$ cat config.mk
export PLATFORM = sky130hd
export DESIGN_NAME = pong_game_ctl_flat
export DESIGN_NICKNAME = d
export VERILOG_FILES = /design/src/rtl/pong_game_ctl_pkg.sv /design/src/rtl/pong_game_ctl_if.sv /design/src/rtl/pong_game_ctl_timer.sv /design/src/rtl/pong_game_ctl.sv /design/src/flat_wrapper.sv
export SDC_FILE = /design/constraint.sdc
export NUM_CORES = 1
export LEC_CHECK = 0
export ABC_AREA = 1
export CAP_MARGIN = 15
export CELL_PAD_IN_SITES_DETAIL_PLACEMENT = 2
export CELL_PAD_IN_SITES_GLOBAL_PLACEMENT = 2
export CORE_MARGIN = 5
export CORE_UTILIZATION = 30
export CTS_BUF_LIST = sky130_fd_sc_hd__clkbuf_8
export CTS_CLUSTER_SIZE = 28
export DETAILED_ROUTE_END_ITERATION = 12
export PLACE_DENSITY = 0.81
export SLEW_MARGIN = 20
export SYNTH_ARGS = -nofsm -noshare
export SYNTH_HDL_FRONTEND = slang
export SYNTH_SLANG_ARGS = --single-unit
$ cat constraint.sdc
create_clock -name clk_i -period 1.5 [get_ports clk_i]
set_input_delay 0.15 -clock clk_i [delete_from_list [all_inputs] [get_ports clk_i]]
set_output_delay 0.15 -clock clk_i [all_outputs]
set_load 0.005 [all_outputs]
$ cat src/rtl/pong_game_ctl_pkg.sv
// Shared types and constants for the Pong game-flow controller.
package pong_pkg;

    // Match state encoding; values 5..7 are illegal and recover to IDLE.
    typedef enum logic [2:0] {
        IDLE  = 3'd0,
        SERVE = 3'd1,
        PLAY  = 3'd2,
        POINT = 3'd3,
        OVER  = 3'd4
    } state_e;

    // Winner codes driven to the score renderer.
    localparam logic [1:0] WIN_NONE = 2'd0;
    localparam logic [1:0] WIN_P1   = 2'd1;
    localparam logic [1:0] WIN_P2   = 2'd2;

    // Serve direction: toward the left (P1) or right (P2) player.
    localparam logic DIR_P1 = 1'b0;
    localparam logic DIR_P2 = 1'b1;

endpackage

$ cat src/rtl/pong_game_ctl_if.sv
// Signal bundle between the game-flow controller and its surroundings
// (frame timing, ball/paddle controllers, score renderer).
interface pong_game_ctl_if #(
    parameter int SCORE_W = 4
);
    logic               Game_Start_i;
    logic               Frame_Tick_i;
    logic               Miss_P1_i;
    logic               Miss_P2_i;
    logic               Ball_Active_o;
    logic               Ball_Reset_o;
    logic               Serve_Dir_o;
    logic [SCORE_W-1:0] Score_P1_o;
    logic [SCORE_W-1:0] Score_P2_o;
    logic [1:0]         Winner_o;
    logic [2:0]         State_o;

    // Controller side.
    modport slave (
        input  Game_Start_i, Frame_Tick_i, Miss_P1_i, Miss_P2_i,
        output Ball_Active_o, Ball_Reset_o, Serve_Dir_o,
               Score_P1_o, Score_P2_o, Winner_o, State_o
    );

    // Environment side.
    modport master (
        output Game_Start_i, Frame_Tick_i, Miss_P1_i, Miss_P2_i,
        input  Ball_Active_o, Ball_Reset_o, Serve_Dir_o,
               Score_P1_o, Score_P2_o, Winner_o, State_o
    );
endinterface

$ cat src/rtl/pong_game_ctl_timer.sv
// Frame-tick delay counter: counts ticks up to a programmable limit and
// pulses done on the tick that completes the delay, clearing itself.
module pong_frame_timer #(
    parameter int CNT_W = 8
) (
    input  logic             clk_i,
    input  logic             rst_i,
    input  logic             clear,
    input  logic             tick,
    input  logic [CNT_W-1:0] limit,
    output logic             done
);
    logic [CNT_W-1:0] cnt_q;

    assign done = tick && (cnt_q == (limit - CNT_W'(1)));

    // Tick counter; cleared when idle, by request, or on completion.
    always_ff @(posedge clk_i) begin
        if (rst_i || clear) begin
            cnt_q <= '0;
        end else if (tick) begin
            cnt_q <= done ? '0 : cnt_q + CNT_W'(1);
        end
    end
endmodule

$ cat src/rtl/pong_game_ctl.sv
// Pong match controller: serve/play/point/over flow, score keeping and
// Moore-style registered outputs for the ball controller and renderer.
module pong_game_ctl
    import pong_pkg::*;
#(
    parameter int WIN_SCORE    = 11,
    parameter int SCORE_W      = 4,
    parameter int SERVE_FRAMES = 60,
    parameter int POINT_FRAMES = 90,
    parameter int CNT_W        = 8
) (
    input  logic           clk_i,
    input  logic           rst_i,
    pong_game_ctl_if.slave bus
);
    if (WIN_SCORE < 1 || WIN_SCORE >= 2**SCORE_W) begin : g_bad_win
        $error("WIN_SCORE must be in 1..2**SCORE_W-1");
    end
    if (SERVE_FRAMES < 1 || SERVE_FRAMES >= 2**CNT_W) begin : g_bad_serve
        $error("SERVE_FRAMES must be in 1..2**CNT_W-1");
    end
    if (POINT_FRAMES < 1 || POINT_FRAMES >= 2**CNT_W) begin : g_bad_point
        $error("POINT_FRAMES must be in 1..2**CNT_W-1");
    end

    state_e             state_q;
    logic [SCORE_W-1:0] score_p1_q, score_p2_q;
    logic [1:0]         winner_q;
    logic               active_q, ball_rst_q, dir_q;

    // Increments are one bit wider so the win compare cannot alias on wrap.
    logic [SCORE_W:0]   score_p1_d, score_p2_d;
    logic               timing_st, tmr_done;
    logic [CNT_W-1:0]   tmr_limit;

    assign score_p1_d = {1'b0, score_p1_q} + (SCORE_W+1)'(1);
    assign score_p2_d = {1'b0, score_p2_q} + (SCORE_W+1)'(1);

    // Only SERVE and POINT consume frame ticks; elsewhere the timer is held clear.
    assign timing_st = (state_q == SERVE) || (state_q == POINT);
    assign tmr_limit = (state_q == POINT) ? CNT_W'(POINT_FRAMES) : CNT_W'(SERVE_FRAMES);

    pong_frame_timer #(.CNT_W(CNT_W)) u_timer (
        .clk_i (clk_i),
        .rst_i (rst_i),
        .clear (!timing_st),
        .tick  (bus.Frame_Tick_i && timing_st),
        .limit (tmr_limit),
        .done  (tmr_done)
    );

    // Match FSM with score counters and registered ball-control outputs.
    always_ff @(posedge clk_i) begin
        if (rst_i) begin
            state_q    <= IDLE;
            score_p1_q <= '0;
            score_p2_q <= '0;
            winner_q   <= WIN_NONE;
            active_q   <= 1'b0;
            ball_rst_q <= 1'b1;
            dir_q      <= DIR_P1;
        end else begin
            case (state_q)
                IDLE, OVER: begin
                    if (bus.Game_Start_i) begin
                        state_q    <= SERVE;
                        score_p1_q <= '0;
                        score_p2_q <= '0;
                        winner_q   <= WIN_NONE;
                        dir_q      <= DIR_P1;
                    end
                end
                SERVE: begin
                    if (tmr_done) begin
                        state_q    <= PLAY;
                        active_q   <= 1'b1;
                        ball_rst_q <= 1'b0;
                    end
                end
                PLAY: begin
                    if (bus.Miss_P1_i || bus.Miss_P2_i) begin
                        active_q   <= 1'b0;
                        ball_rst_q <= 1'b1;
                        state_q    <= POINT;
                        if (bus.Miss_P1_i && !bus.Miss_P2_i) begin
                            score_p2_q <= score_p2_d[SCORE_W-1:0];
                            dir_q      <= DIR_P1;
                            if (score_p2_d == (SCORE_W+1)'(WIN_SCORE)) begin
                                state_q  <= OVER;
                                winner_q <= WIN_P2;
                            end
                        end else if (bus.Miss_P2_i && !bus.Miss_P1_i) begin
                            score_p1_q <= score_p1_d[SCORE_W-1:0];
                            dir_q      <= DIR_P2;
                            if (score_p1_d == (SCORE_W+1)'(WIN_SCORE)) begin
                                state_q  <= OVER;
                                winner_q <= WIN_P1;
                            end
                        end
                    end
                end
                POINT: begin
                    if (tmr_done) begin
                        state_q <= SERVE;
                    end
                end
                default: begin
                    // Corrupted encoding: fall back to IDLE but keep the scores.
                    state_q    <= IDLE;
                    winner_q   <= WIN_NONE;
                    active_q   <= 1'b0;
                    ball_rst_q <= 1'b1;
                    dir_q      <= DIR_P1;
                end
            endcase
        end
    end

    assign bus.State_o       = state_q;
    assign bus.Score_P1_o    = score_p1_q;
    assign bus.Score_P2_o    = score_p2_q;
    assign bus.Winner_o      = winner_q;
    assign bus.Ball_Active_o = active_q;
    assign bus.Ball_Reset_o  = ball_rst_q;
    assign bus.Serve_Dir_o   = dir_q;
endmodule

$ cat src/flat_wrapper.sv
// flat-port wrapper written by rule: the top's interface ports become plain ports
module pong_game_ctl_flat import pong_pkg::*;
#(
    parameter int WIN_SCORE    = 11,
    parameter int SCORE_W      = 4,
    parameter int SERVE_FRAMES = 60,
    parameter int POINT_FRAMES = 90,
    parameter int CNT_W        = 8
)
  (clk_i, rst_i, bus_Game_Start_i, bus_Frame_Tick_i, bus_Miss_P1_i, bus_Miss_P2_i, bus_Ball_Active_o, bus_Ball_Reset_o, bus_Serve_Dir_o, bus_Score_P1_o, bus_Score_P2_o, bus_Winner_o, bus_State_o);
  pong_game_ctl_if #(.SCORE_W(SCORE_W)) bus_i ();
  input  logic clk_i;
  input  logic rst_i;
  input wire logic [$bits(bus_i.Game_Start_i)-1:0] bus_Game_Start_i;
  input wire logic [$bits(bus_i.Frame_Tick_i)-1:0] bus_Frame_Tick_i;
  input wire logic [$bits(bus_i.Miss_P1_i)-1:0] bus_Miss_P1_i;
  input wire logic [$bits(bus_i.Miss_P2_i)-1:0] bus_Miss_P2_i;
  output wire logic [$bits(bus_i.Ball_Active_o)-1:0] bus_Ball_Active_o;
  output wire logic [$bits(bus_i.Ball_Reset_o)-1:0] bus_Ball_Reset_o;
  output wire logic [$bits(bus_i.Serve_Dir_o)-1:0] bus_Serve_Dir_o;
  output wire logic [$bits(bus_i.Score_P1_o)-1:0] bus_Score_P1_o;
  output wire logic [$bits(bus_i.Score_P2_o)-1:0] bus_Score_P2_o;
  output wire logic [$bits(bus_i.Winner_o)-1:0] bus_Winner_o;
  output wire logic [$bits(bus_i.State_o)-1:0] bus_State_o;
  assign bus_i.Game_Start_i = bus_Game_Start_i;
  assign bus_i.Frame_Tick_i = bus_Frame_Tick_i;
  assign bus_i.Miss_P1_i = bus_Miss_P1_i;
  assign bus_i.Miss_P2_i = bus_Miss_P2_i;
  assign bus_Ball_Active_o = bus_i.Ball_Active_o;
  assign bus_Ball_Reset_o = bus_i.Ball_Reset_o;
  assign bus_Serve_Dir_o = bus_i.Serve_Dir_o;
  assign bus_Score_P1_o = bus_i.Score_P1_o;
  assign bus_Score_P2_o = bus_i.Score_P2_o;
  assign bus_Winner_o = bus_i.Winner_o;
  assign bus_State_o = bus_i.State_o;
  pong_game_ctl #(.WIN_SCORE(WIN_SCORE), .SCORE_W(SCORE_W), .SERVE_FRAMES(SERVE_FRAMES), .POINT_FRAMES(POINT_FRAMES), .CNT_W(CNT_W)) u_core (.clk_i(clk_i), .rst_i(rst_i), .bus(bus_i));
endmodule
# Word-level counts from Yosys, hierarchy flattened
# Cells that the tools add are included.
# op_classes
shifts	0
bitwise	2
eq_ne	17
muxes	37
n_addsub	4
order_cmp	0
reduce_logical	21
div	0
multipliers	0
# op_table
cell	n
$mux 3	8
$mux 4	6
$pmux 4 s2	2
$mux 2	6
$pmux 3 s4	1
$reduce_and 4->1	3
$add 4x1->5 const B	2
$eq 5x4->1 const B	2
$pmux 1 s3	3
$add 8x1->8 const B	1
$eq 8x8->1	1
$mux 1	8
$mux 8	1
$ne 2x2->1 const B	4
$sub 8x1->8 const B	1
$mux 7	1
$eq 3x2->1 const B	2
$ne 2x1->1 const B	3
$ne 3x1->1 const B	2
$pmux 2 s3	1
$reduce_and 6->1	1
$reduce_and 5->1	1
$logic_and 1x1->1	4
$reduce_or 2->1	2
other kinds (10)	15
# word_totals
memories	0
latchBits	0
romBits	0
mem_bits_rw	0
ff_bits	24
word_cells	89

# Longest topological paths before layout
# logic_depth
ltp_word	7
mapped_depth	11
mapped_depth_nobuf	11

# Modules after synthesis
# Synthesis repeated with hierarchy kept, for this count alone.
# unflattened
hier_cells	271
area_unflattened_um2	1726.7
# by_module_without_submodules
mod	area_per_inst_um2	cells_per_inst	n_inst
pong_game_ctl	1008.5	153	1
pong_frame_timer	718.2	118	1

# Worst setup path before layout
# OpenSTA, ideal clock, no wires.
# synth_path
kind	register -> register
startpoint	register u_core.state_q[1], in the netlist u_core.bus.State_o[1]
endpoint	register u_core.score_p2_q[1], in the netlist u_core.bus.Score_P2_o[1]
synth_period_minus_slack_ns	1.327
required_ns	1.376
setup_ns	0.124
setup_slack_ns	0.173
arrival_ns	1.203
path_stages_with_launch	10
path_cell_list	dfxtp_1 nor2_1 inv_1 nor2_1 inv_1 o21ai_2 nor2_2 o21ai_0 o21ai_0 nor2_1
# synth_between
elab_chain_cells	4
# synth_rtl
item	line	rtl
start, declared	pong_game_ctl.sv:26	state_e state_q;
start signal, assigned	pong_game_ctl.sv:55	state_q <= IDLE;
start signal, assigned	pong_game_ctl.sv:66	state_q <= SERVE;
start signal, assigned	pong_game_ctl.sv:75	state_q <= PLAY;
$eq 3x3->1 / $logic_not 3->1 (equally long branches)	pong_game_ctl.sv:63	case (state_q)
$reduce_or 2->1	pong_game_ctl.sv:63	
$ne 2x2->1 (no source line) / $reduce_bool 2->1 (equally long branches)	-	
$reduce_and 4->1 (no source line)	-	
end signal, assigned	pong_game_ctl.sv:86	score_p2_q <= score_p2_d[SCORE_W-1:0];
end, declared	pong_game_ctl.sv:27	logic [SCORE_W-1:0] score_p1_q, score_p2_q;
# Parallel ways exist; a longest one is shown, timed or not.
# A chain may end at the register's enable or synchronous reset.

# Worst setup path after layout
# layout_path
startpoint	register u_core.state_q[0], in the netlist u_core.bus.State_o[0]
endpoint	register u_core.u_timer.cnt_q[6]
# layout_between
elab_chain_cells	6
# layout_rtl
item	line	rtl
$eq 3x2->1	pong_game_ctl.sv:40, pong_game_ctl.sv:41	
$mux 7	pong_game_ctl.sv:41	assign tmr_limit = (state_q == POINT) ? CNT_W'(POINT_FRAMES) : CNT_W'(SERVE_FRAMES);
$sub 8x1->8	pong_game_ctl_timer.sv:15	assign done = tick && (cnt_q == (limit - CNT_W'(1)));
$eq 8x8->1	pong_game_ctl_timer.sv:15	
$logic_and 1x1->1	pong_game_ctl_timer.sv:15	
$mux 8	pong_game_ctl_timer.sv:22	cnt_q <= done ? '0 : cnt_q + CNT_W'(1);
end signal, assigned	pong_game_ctl_timer.sv:22	
end, declared	pong_game_ctl_timer.sv:13	logic [CNT_W-1:0] cnt_q;
# Parallel ways exist; a longest one is shown, timed or not.

==> impl_metrics.yaml <==
placed_design:
  io_buffers: 21
  place_inst: 305
  dpl_cell_area_um2: 1850
  gp_congestion: 0.745
  hpwlAfterDp_um: 3760
  dp_slack_ns: -0.219
cells_and_area:
  final_common_cell: "nand2_1"
  nets: 277
  area_growth_pct: 56.4
  stdcell_area_um2: 2180
  drive_gt1_share_pct: 35.1
  fin_cells: 317
  final_cell_mix: "nand2_1, buf_4, inv_1, nor2_1, clkdlybuf4s50_1"
  fillCellCount: 496
  diodes: 0
  post-route-util_pct: 49.1
setup_path:
  max_stage_delay_ns: 0.43
  critical_path.top_delay_family: "simple AND/OR/NAND/NOR gates"
  worst-path-buf-inv: 1
  critPathLaunchType: "register"
  cp-end-kind: "register"
  criticalPathCategory: "register to register"
  crit_fanout: 6
  cp_slowest_cell: "dfxtp_4"
  cp_data_required_time_ns: 1.67
  worstPathCellList: "inv_4 -> nor2_4 -> nand2_1 -> nor4_4 -> xor2_1 -> nor2_1"
  worstPathArrival_ns: 1.76
synthesis:
  yosysSeqAreaShare_pct: 34.4
  synth-simple-area-share_pct: 36.7
  synth-seq-cells: 24
  synth_top_cell_by_area: "dfxtp_1"
  synth.area.top_cells: "dfxtp_1, nand2_1, nor2_1"
  yosysUniqueCellTypes: 29
  synth.avg_cell_area_um2: 6.68
  synth_top_family_by_area: "simple AND/OR/NAND/NOR gates"
  synthAdderAreaFrac_pct: 4.48
  synth-xor-area-share_pct: 2.51
  syn_area_um2: 1400
  yosys_warnings: 0
  synth_top_area_share_pct: 34.4
  syn_inst: 209
  synth_compound_area_share_pct: 12.2
  synthMuxAreaShare_pct: 0
  syn_nets: 220
power:
  seqPwrFrac_pct: 26.8
  p_switching_mw: 1.90
  p_clk_share_pct: 14.7
  p_sw_share_pct: 45.1
  intPower_mw: 2.32
  combPwrFrac_pct: 58.6
  power.density_nw_per_um2: 1930
  ir_drop_uv: 804
  p_leak_nw: 0.980
status:
  violations: "negative setup slack"
  outcome: "finished with violations"
timing:
  finalMaxSlewViolations: 0
  timing.final.crit_share_pct: 106
  setup_viol: 9
  skew_ns: 0.00497
  fmax_mhz: 630
  worst_pin_slew_ns: 0.388
  fin_crit_ns: 1.59
  slew_headroom_pct: 73.9
  finalWorstSetupSlack_ns: -0.0883
  final_hold_viol_count: 0
  rsz0062_at_grt: "true"
drt:
  wl_per_cell_um: 21.7
  drt-total-wl_um: 6880
  drc: 0
  dr.pass1.iters: 4
  antenna_left: 0
  viasPerCell: 5.32
  drt_iter0_markers: 63
  vias: 1685
clocking:
  clkLatencyLatePin_ns: 0.28
  tritoncts: "built"
  htree_levels: 1
  hold_buffers: 0
  path_clk_slew_ns: 0.10
  cts_root_buf: "clkbuf_8"
  clock_sinks: 24
  ctsLongestPathBuffers: 2
  cts_made_buffers: 3
hold_path:
  hold_class: "register to register"
die:
  die_w_um: 78.2
  die_height_um: 78.2
  core_um2: 4440
  die_area_um2: 6110
  start_util_pct: 31.4
  pin_count: 22
  std_cell_rows: 24
global_route:
  antenna_found_initial: 0
  grt_first_pass_wirelength_um: 8620
  grt_max_degree: 15
  gr-total-overflow: 0
  grtUsageTotal_pct: 17.8
  grt_pass1_vias: 1717
run:
  cap_violations: 0
==> Yosys cell counts <==
master and number:
xnor2_1 2, nand2_1 50, nor2_4 1, nor3b_1 1, clkbuf_1 2, nor3b_2 1, xor2_1 2, nand2_4 2
nand2_2 1, o21ai_2 1, nor2_1 30, a31o_2 1, inv_2 3, nand3_1 16, nand4_1 3, ha_1 5
clkinv_1 1, o211a_1 1, o211ai_1 1, nand3_4 1, buf_6 1, nor3_1 2, inv_1 27, nor4_2 1
o21ai_0 9, dfxtp_1 24, nor2_2 2, o21ai_1 1, a21oi_1 17
==> metrics by stage <==
stage / power, mW / hold WS, ns / setup TNS [ns]
6_report: 4.22 / 0.472 / -0.232
5_1_grt: 4.47 / 0.508 / -1.83
4_1_cts: 3.69 / 0.495 / 0
3_5_place_dp: 2.96 / 0.475 / -2.63
3_3_place_gp: 2.85 / 0.456 / -1.60
2_1_floorplan: 2.00 / 0.329 / 0
==> registers in the layout (all words and copies together) (netlist names) <==
| name | flops |
|---|---|
| u_core.u_timer.cnt_q | 8 |
| u_core.bus.Score_P1_o | 4 |
| u_core.bus.Score_P2_o | 4 |
| u_core.bus.State_o | 3 |
| u_core.bus.Winner_o | 2 |
| u_core.bus.Ball_Active_o | 1 |
| u_core.bus.Ball_Reset_o | 1 |
| u_core.bus.Serve_Dir_o | 1 |
==> power by group through the flow <==
stage / registers, mW / logic, mW / clock network [mW]
floorplan: 1.04 / 0.965 / 0
global placement: 1.05 / 1.80 / 0
detailed placement: 1.07 / 1.90 / 0
CTS: 1.07 / 1.99 / 0.621
global route: 1.17 / 2.65 / 0.647
finish: 1.13 / 2.47 / 0.619
==> path summary, 6_finish.rpt <==
check | from | endpoint | slack [ns] | cells after the start
max | u_core.bus.State_o[0] | u_core.u_timer.cnt_q[6] | -0.09 | 6
min | u_core.bus.Ball_Active_o | u_core.bus.Ball_Active_o | 0.47 | 2
max reg2reg | u_core.bus.State_o[0] | u_core.u_timer.cnt_q[6] | -0.09 | 6
min reg2reg | u_core.bus.Ball_Active_o | u_core.bus.Ball_Active_o | 0.47 | 2
==> kinds of logic after synthesis <==
family | Yosys count
flops | 24
buf+inv | 34
compound gates | 31
fa+ha+maj | 5
simple gates | 111
xor+xnor | 4
==> cell type report <==
cell class	count	area, um^2	share of cell area [%]
Tap cell	52	65.1	2.98
Clock buffer	3	41.3	1.89
Timing Repair Buffer	55	477	21.8
Inverter	31	124	5.68
Sequential cell	24	507	23.2
Clock inverter	1	30.0	1.38
Multi-Input combinational cell	151	938	43.0
==> worst min-delay path, stage by stage, from the launching register on <==
cell and delay (ns):
dfxtp_1 0.33, nand2_1 0.06, a21oi_1 0.05
==> routing by layer <==
layer / up-vias / routed length (um) / global-route usage (%)
met5: - / 0 / 0
met4: 0 / 237 / 5.59
met3: 20 / 230 / 2.75
met2: 47 / 3530 / 31.6
met1: 834 / 2880 / 22.0
li1: 784 / - / -
==> what timing repair did <==
item / CTS / global route
setup buffers: 0 / 8
pin swaps: 0 / 10
gates resized for setup: 13 / 51
endpoints found under the setup margin: 19 / 23
Power figures use the tool's default switching activity.
